## src/rtl/regfile_pkg.sv

```systemverilog
// Shared types and defaults for the multi-port register file.
// Holds the clear-sequencer state encoding and default geometry.
package regfile_pkg;

    localparam int DEF_WIDTH = 16;
    localparam int DEF_DEPTH = 16;
    localparam int DEF_AW    = 4;

    typedef enum logic {
        IDLE  = 1'b0,
        CLEAR = 1'b1
    } clr_state_t;

    function automatic int idx_width(input int depth);
        return (depth > 1) ? $clog2(depth) : 1;
    endfunction

endpackage

```

## src/rtl/regfile_clr_seq.sv

```systemverilog
// Clear sequencer: walks every entry once, zeroing one per enabled cycle.
// busy is high for the whole sweep; en=0 freezes the walk.
module regfile_clr_seq
    import regfile_pkg::*;
#(
    parameter int DEPTH = DEF_DEPTH,
    parameter int IW    = idx_width(DEF_DEPTH)
) (
    input  logic          clk_main,
    input  logic          reset,
    input  logic          en,
    input  logic          clr_req,
    output logic          busy,
    output logic          clr_we,
    output logic [IW-1:0] clr_idx
);

    localparam logic [IW-1:0] LAST = IW'(DEPTH - 1);

    clr_state_t    state_q, state_d;
    logic [IW-1:0] idx_q, idx_d;

    always_ff @(posedge clk_main or negedge reset) begin
        if (!reset) begin
            state_q <= IDLE;
            idx_q   <= '0;
        end else begin
            state_q <= state_d;
            idx_q   <= idx_d;
        end
    end

    always_comb begin
        state_d = state_q;
        idx_d   = idx_q;
        busy    = 1'b0;
        clr_we  = 1'b0;
        unique case (state_q)
            IDLE: begin
                if (en && clr_req) begin
                    state_d = CLEAR;
                    idx_d   = '0;
                end
            end
            CLEAR: begin
                busy = 1'b1;
                if (en) begin
                    clr_we = 1'b1;
                    if (idx_q == LAST) begin
                        state_d = IDLE;
                        idx_d   = '0;
                    end else begin
                        idx_d = idx_q + 1'b1;
                    end
                end
            end
            default: begin
                state_d = IDLE;
                idx_d   = '0;
            end
        endcase
    end

    assign clr_idx = idx_q;

endmodule

```

## src/rtl/regfile_mp.sv

```systemverilog
// One-write / two-read register file with registered reads,
// write-first bypass and a sequenced full-array clear.
module regfile_mp
    import regfile_pkg::*;
#(
    parameter int WIDTH   = DEF_WIDTH,
    parameter int DEPTH   = DEF_DEPTH,
    parameter int AW      = DEF_AW,
    parameter int ZERO_R0 = 0
) (
    input  logic             clk_main,
    input  logic             reset,
    input  logic             en,
    input  logic             we,
    input  logic [AW-1:0]    wa,
    input  logic [WIDTH-1:0] wd,
    input  logic             re,
    input  logic [AW-1:0]    ra_a,
    input  logic [AW-1:0]    ra_b,
    output logic [WIDTH-1:0] rd_a,
    output logic [WIDTH-1:0] rd_b,
    output logic             rd_valid,
    input  logic             clr_req,
    output logic             busy
);

    localparam int            IW      = idx_width(DEPTH);
    localparam logic [AW:0]   DEPTH_W = (AW + 1)'(DEPTH);
    localparam bit            Z0      = (ZERO_R0 != 0);

    logic [WIDTH-1:0] mem [DEPTH];

    logic          clr_we;
    logic [IW-1:0] clr_idx;
    logic          clr_acc;
    logic          wr_ok;
    logic          rd_acc;
    logic [WIDTH-1:0] nxt_a, nxt_b;

    regfile_clr_seq #(
        .DEPTH (DEPTH),
        .IW    (IW)
    ) u_clr_seq (
        .clk_main (clk_main),
        .reset    (reset),
        .en       (en),
        .clr_req  (clr_req),
        .busy     (busy),
        .clr_we   (clr_we),
        .clr_idx  (clr_idx)
    );

    function automatic logic in_range(input logic [AW-1:0] a);
        return ({1'b0, a} < DEPTH_W);
    endfunction

    function automatic logic is_zero_reg(input logic [AW-1:0] a);
        return Z0 && (a == '0);
    endfunction

    // A clear request wins the cycle; any write/read alongside it is dropped.
    assign clr_acc = en && clr_req && !busy;
    assign rd_acc  = en && re && !busy && !clr_acc;
    assign wr_ok   = en && we && !busy && !clr_acc
                  && in_range(wa) && !is_zero_reg(wa);

    function automatic logic [WIDTH-1:0] rd_word(input logic [AW-1:0] a);
        logic [WIDTH-1:0] v;
        v = '0;
        if (!in_range(a) || is_zero_reg(a)) begin
            v = '0;
        end else if (wr_ok && (wa == a)) begin
            v = wd;
        end else begin
            v = mem[a[IW-1:0]];
        end
        return v;
    endfunction

    assign nxt_a = rd_word(ra_a);
    assign nxt_b = rd_word(ra_b);

    always_ff @(posedge clk_main or negedge reset) begin
        if (!reset) begin
            for (int i = 0; i < DEPTH; i++) begin
                mem[i] <= '0;
            end
        end else if (clr_we) begin
            mem[clr_idx] <= '0;
        end else if (wr_ok) begin
            mem[wa[IW-1:0]] <= wd;
        end
    end

    always_ff @(posedge clk_main or negedge reset) begin
        if (!reset) begin
            rd_a     <= '0;
            rd_b     <= '0;
            rd_valid <= 1'b0;
        end else begin
            rd_valid <= rd_acc;
            if (rd_acc) begin
                rd_a <= nxt_a;
                rd_b <= nxt_b;
            end
        end
    end

endmodule

```

## config.mk

```make
export PLATFORM = sky130hd
export DESIGN_NAME = regfile_mp
export DESIGN_NICKNAME = d
export VERILOG_FILES = /design/src/rtl/regfile_pkg.sv /design/src/rtl/regfile_clr_seq.sv /design/src/rtl/regfile_mp.sv
export SDC_FILE = /design/constraint.sdc
export NUM_CORES = 1
export LEC_CHECK = 0
export CORE_MARGIN = 3
export CORE_UTILIZATION = 63
export CTS_BUF_LIST = sky130_fd_sc_hd__clkbuf_2 sky130_fd_sc_hd__clkbuf_4 sky130_fd_sc_hd__clkbuf_8
export CTS_CLUSTER_DIAMETER = 150
export CTS_CLUSTER_SIZE = 14
export DETAILED_ROUTE_END_ITERATION = 6
export PLACE_DENSITY = 0.82
export SYNTH_ARGS = -nofsm -noshare
export SYNTH_HDL_FRONTEND = slang
export SYNTH_HIERARCHICAL = 1
export SYNTH_SLANG_ARGS = --single-unit
```

## constraint.sdc

```tcl
create_clock -name clk_main -period 2.8 [get_ports clk_main]
set_input_delay 0.42 -clock clk_main [delete_from_list [all_inputs] [get_ports clk_main]]
set_output_delay 0.42 -clock clk_main [all_outputs]
set_load 0.02 [all_outputs]
```

**Word level (Yosys, flattened, before mapping)**

Cells that the tools add are included.

- Bitwise gates (word level): 7
- Equal/unequal tests: 5
- Add/sub/neg operators: 1
- Reductions and logical operators: 16
- Multiplexer cells: 26
- Order comparisons: 6

Operators by type and width:

| kind | number |
|---|---|
| 256-bit 2-to-1 mux | 2 |
| 256-bit bitwise AND | 1 |
| 256-bit bitwise mux | 1 |
| 256-bit inverter | 1 |
| 16-bit binary-select mux with 4-bit select | 2 |
| 16-bit demux with 4-bit select | 2 |
| 16-bit 2-to-1 mux | 8 |
| 5-bit greater-or-equal comparator (second input constant) | 4 |
| 4-bit inverter with 5-bit output | 4 |
| 1-bit logical AND | 12 |
| 4-bit 2-to-1 mux | 3 |
| 5-bit by 1-bit less-than comparator with 1-bit output (second input constant) | 2 |
| 4-bit == test | 2 |
| 4-bit case mux with 2 select lines | 1 |
| 1-bit 2-to-1 mux | 6 |
| 4-bit by 1-bit adder with 4-bit output (second input constant) | 1 |
| 4-bit == test (second input constant) | 1 |
| 2-bit != test (second input constant) | 2 |
| 1-bit zero test | 2 |
| 1-bit case mux with 2 select lines | 1 |
| 2-bit AND reduction | 1 |
| 2-bit nonzero test | 1 |
| 1-bit inverter | 1 |

- Bits in registers: 294
- Output and inout port bits: 34
- Input bits: 34

**Depth between registers and ports, before layout**

- Word-level depth: 8
- Gate-level depth with buffers: 9

**Modules after synthesis**

The synthesis kept the hierarchy.

By module, submodules not included:

| module | times used | cells an instance | sequential area each (um^2) | area an instance (um^2) |
|---|---|---|---|---|
| regfile_mp | 1 | 1144 | 7231.9 | 15210.8 |
| regfile_clr_seq | 1 | 24 | 125.1 | 246.5 |

**Worst setup path before layout**

No wires, ideal clock.

- Path kind: reg-to-reg
- Start: register u_clr_seq.state_q
- End: register mem[245] (netlist bit)
- Arrival time: 2.050 ns
- Buffers on the path: 2
- Stages on the path, launching flop included: 9
- Setup time: 0.121 ns
- Slack: 0.630 ns
- Cell sequence: dfrtp_1 -> nand2_1 -> inv_1 -> buf_4 -> or3b_2 -> nor3_1 -> nor2_2 -> buf_2 -> a22o_1

- Elaborated cells between the ends (all ways): 9

RTL lines:

| element | RTL line | RTL |
|---|---|---|
| start: declaration | regfile_clr_seq.sv:20 | `clr_state_t state_q, state_d;` |
| start signal: assignment | regfile_clr_seq.sv:28 | `state_q <= state_d;` |
| 1-bit 2-to-1 mux (*) | regfile_clr_seq.sv:38 | `unique case (state_q)` |
| named net clr_we | regfile_mp.sv:33 | `logic clr_we;` |
| 256-bit 2-to-1 mux or 2-bit nonzero test (tied branches) | - |  |
| end signal: indexed assignment | regfile_mp.sv:91 | `mem[wa[IW-1:0]] <= wd;` |
| end: declaration | regfile_mp.sv:31 | `logic [WIDTH-1:0] mem [DEPTH];` |

The timed path passes the listed nets; every way through them passes the cells marked *.
A chain may end at the register's enable or synchronous reset.

**Final worst setup path**

- Start: register u_clr_seq.state_q
- End: register mem[41] (netlist bit)

The elaborated chain is that of the path after synthesis.

==> metrics.yaml <==
status:
  status: "finished clean"
timing:
  skew_ns: 0.0208
  finalHoldViolations: 0
  fin_tns_setup_ns: 0
  fmax_ghz: 0.407
  slew_viol_final: 0
  tightest_slew_ns: 1.12
  fin_ws_ns: 0.342
  timing.hold.ws_ns: 0.401
  setup_viol: 0
  relSlewSlack_pct: 25.0
  rsz0062_at_grt: "false"
  min_period_ns: 2.46
  fin_crit_sh_pct: 87.8
power_and_ir_drop:
  pwr-share-seq_pct: 52.2
  cellInternalPower_mw: 6.50
  leakagePower_nw: 7.40
  powerDensity_nw_per_um2: 570
  swShare_pct: 32.6
  peakVddDrop_mv: 0.466
  power.switching_mw: 3.14
  p_clk_share_pct: 22.5
  pwr-share-comb_pct: 25.2
drt:
  drc: 0
  wl_mm: 46.0
  wl_per_cell_um: 30.4
  route.vias.total: 11800
  drt_iter0_drc: 1704
  via_per_inst: 7.79
  first_pass_iters: 6
  antenna_left: 0
setup_path:
  regToRegStartpoint: "u_clr_seq/state_q"
  cp.arrival_ns: 2.97
  r2r_slack_ns: 0.34
  required_ns: 3.32
  crit_chain: "nand2_1 -> inv_1 -> buf_4 -> nor4_4 -> a31oi_2 -> a22o_1"
  cp_slowest_cell: "a31oi_2"
  start_kind: "register"
  crit_type: "reg2reg"
  rr_endpoint: "mem[41]"
  r2r_cells: 6
  endpoint_kind: "register"
  crit_fanout: 16
  cpPeakStageDelay_ns: 0.88
clock_tree:
  clock-root-buffer: "clkbuf_8"
  cts_tree: "built"
  clock_sinks: 294
  cts_hold_buf: 1
  post_cts_resized: 0
  cts_buffers: 24
  clockBufferDepth: 3
  htreeDepth: 1
  cts.clk_slew.worst_paths_ns: 0.10
  worstSkewPairLatency_ns: 0.58
  postCtsSetupBuffers: 0
floorplan:
  coreArea_um2: 23800
  ioPinCount: 68
  initial_utilization_pct: 64.9
  fp-row-count: 56
  die_area_um2: 26500
  die_w_um: 163
  die_height_um: 163
final_layout:
  drive_gt1_share_pct: 21.9
  finalNetCount: 1227
  n_fill_cell: 1646
  multiInputGateArea_um2: 7400
  layout_common_cells: "dfrtp_1 (294), a22o_1 (258), mux4_2 (96)"
  layout.cells.non_filler: 1511
  layout_commonest_cell: "dfrtp_1"
  design_area_um2: 16900
  seq_area_um2: 7360
  syn2layout_area_growth_pct: 9.43
synth:
  synth_area_per_cell_um2: 13.2
  synth_warnings: 6
  synth.area.top_cells: "dfrtp_1 (48%), a22o_1 (15%), mux4_2 (14%)"
  netlist_area_um2: 15500
  ys_seq_elements: 294
  ys_seq_area_share_pct: 47.6
  yosysTopAreaCellShare_pct: 47.6
  ys_async_sr_fraction_pct: 100
  synth_nets: 1203
  netlist.top_cell.by_area: "dfrtp_1"
  synthCells: 1168
  synth.distinct_cells: 55
  synth-main-ff-cell: "dfrtp_1"
  synth_edf_count: 0
placed_design:
  gp_congestion: 0.908
  placed_cell_area_um2: 16600
  place_ws_ns: 0.0438
  dp.cells: 1484
  port_buffers: 67
  hpwl_mm: 29.6
global_route:
  antenna_found_initial: 1
  grt_pass1_wl_mm: 71.6
  grt_usage_pct: 35.2
  grt_max_degree: 79
  grt_pass1_vias: 11900
  overflow: 0
job:
  maxCapViolCount: 0
min_path:
  hold_path.class: "in2async"
==> power by group through the flow <==
stage / registers (mW) / logic [mW] / clock network (mW)
2_1_floorplan: 5.22 / 1.15 / 0
3_3_place_gp: 5.09 / 2.37 / 0
3_5_place_dp: 5.10 / 2.41 / 0
4_1_cts: 5.02 / 2.42 / 2.18
5_1_grt: 5.07 / 2.57 / 2.33
6_report: 5.04 / 2.43 / 2.17
==> logic make-up after synthesis <==
family	synth area share [%]
muxes	20.3
adders and majority gates	0.0809
AOI/OAI and AO/OA	21.2
DFF	47.6
xor gates and xnor gates	0.453
and+or+nand+nor	5.68
buffers and inverters	4.67
==> cell usage after synthesis (2+ instances only) <==
library cell  count
dfrtp_1         294
a22o_1          258
mux4_2           96
mux2i_1          84
buf_2            54
clkbuf_1         47
nand2_1          37
a31oi_1          34
o32ai_1          32
buf_1            22
nand3_1          21
a2bb2oi_1        20
or2_2            20
buf_4            17
a221oi_1         12
mux2_2           12
o21ai_0          12
and2_1            9
nor4_4            8
xnor2_1           8
a21oi_1           7
nor2_1            5
a31oi_2           4
inv_1             4
nor2b_1           4
nor3_1            4
and3_1            3
buf_6             3
nor4_1            3
a32oi_1           2
clkbuf_2          2
nand2b_1          2
nand3b_1          2
nand4_1           2
nor2_2            2
o21a_1            2
o21ai_1           2
==> registers in the layout, summed over array words and instances (netlist names) <==
signal,count
mem,256
rd_a,16
rd_b,16
u_clr_seq/clr_idx,4
rd_valid,1
u_clr_seq/state_q,1
==> how the worst max path moves through the flow <==
stage	start	end	cells after the start	slack (ns)
final	u_clr_seq/state_q	mem[41]	6	0.34
after CTS	u_clr_seq/state_q	mem[41]	6	0.39
after detailed placement	en	mem[41]	7	0.04
after global routing	u_clr_seq/state_q	mem[124]	7	0.23
after floorplan	u_clr_seq/state_q	mem[245]	8	0.63
after global placement	wa[1]	mem[93]	6	0.07
==> area by class of cell <==
type | instances | share of cell area (%)
Timing Repair Buffer | 143 | 8.23
Tap cell | 319 | 2.36
Inverter | 5 | 0.126
Antenna cell | 1 | 0.0148
Sequential cell | 294 | 43.5
Clock buffer | 25 | 2.03
Multi-Input combinational cell | 724 | 43.7
==> worst max-delay path, delay by kind of cell (launching register included) <==
family	cells	cell delay, ns
AO/OA/AOI/OAI	2	1.14
buffers and inverters	2	0.55
flip-flops	1	0.52
AND/OR/NAND/NOR	2	0.18
==> metal layers <==
layer / wire length (µm) / track usage (%)
met4: 2220 / 14.1
met5: 0 / 0
met2: 21000 / 53.5
met1: 17700 / 50.6
met3: 5050 / 7.45
==> per-stage QoR <==
stage | power [mW] | util (%)
after floorplan | 6.37 | -
after global placement | 7.46 | 69.5
after detailed placement | 7.51 | 69.5
after CTS | 9.62 | 71.0
after global routing | 9.97 | 71.0
final | 9.64 | 71.0
No activity file was read; power rests on OpenSTA's default activity.
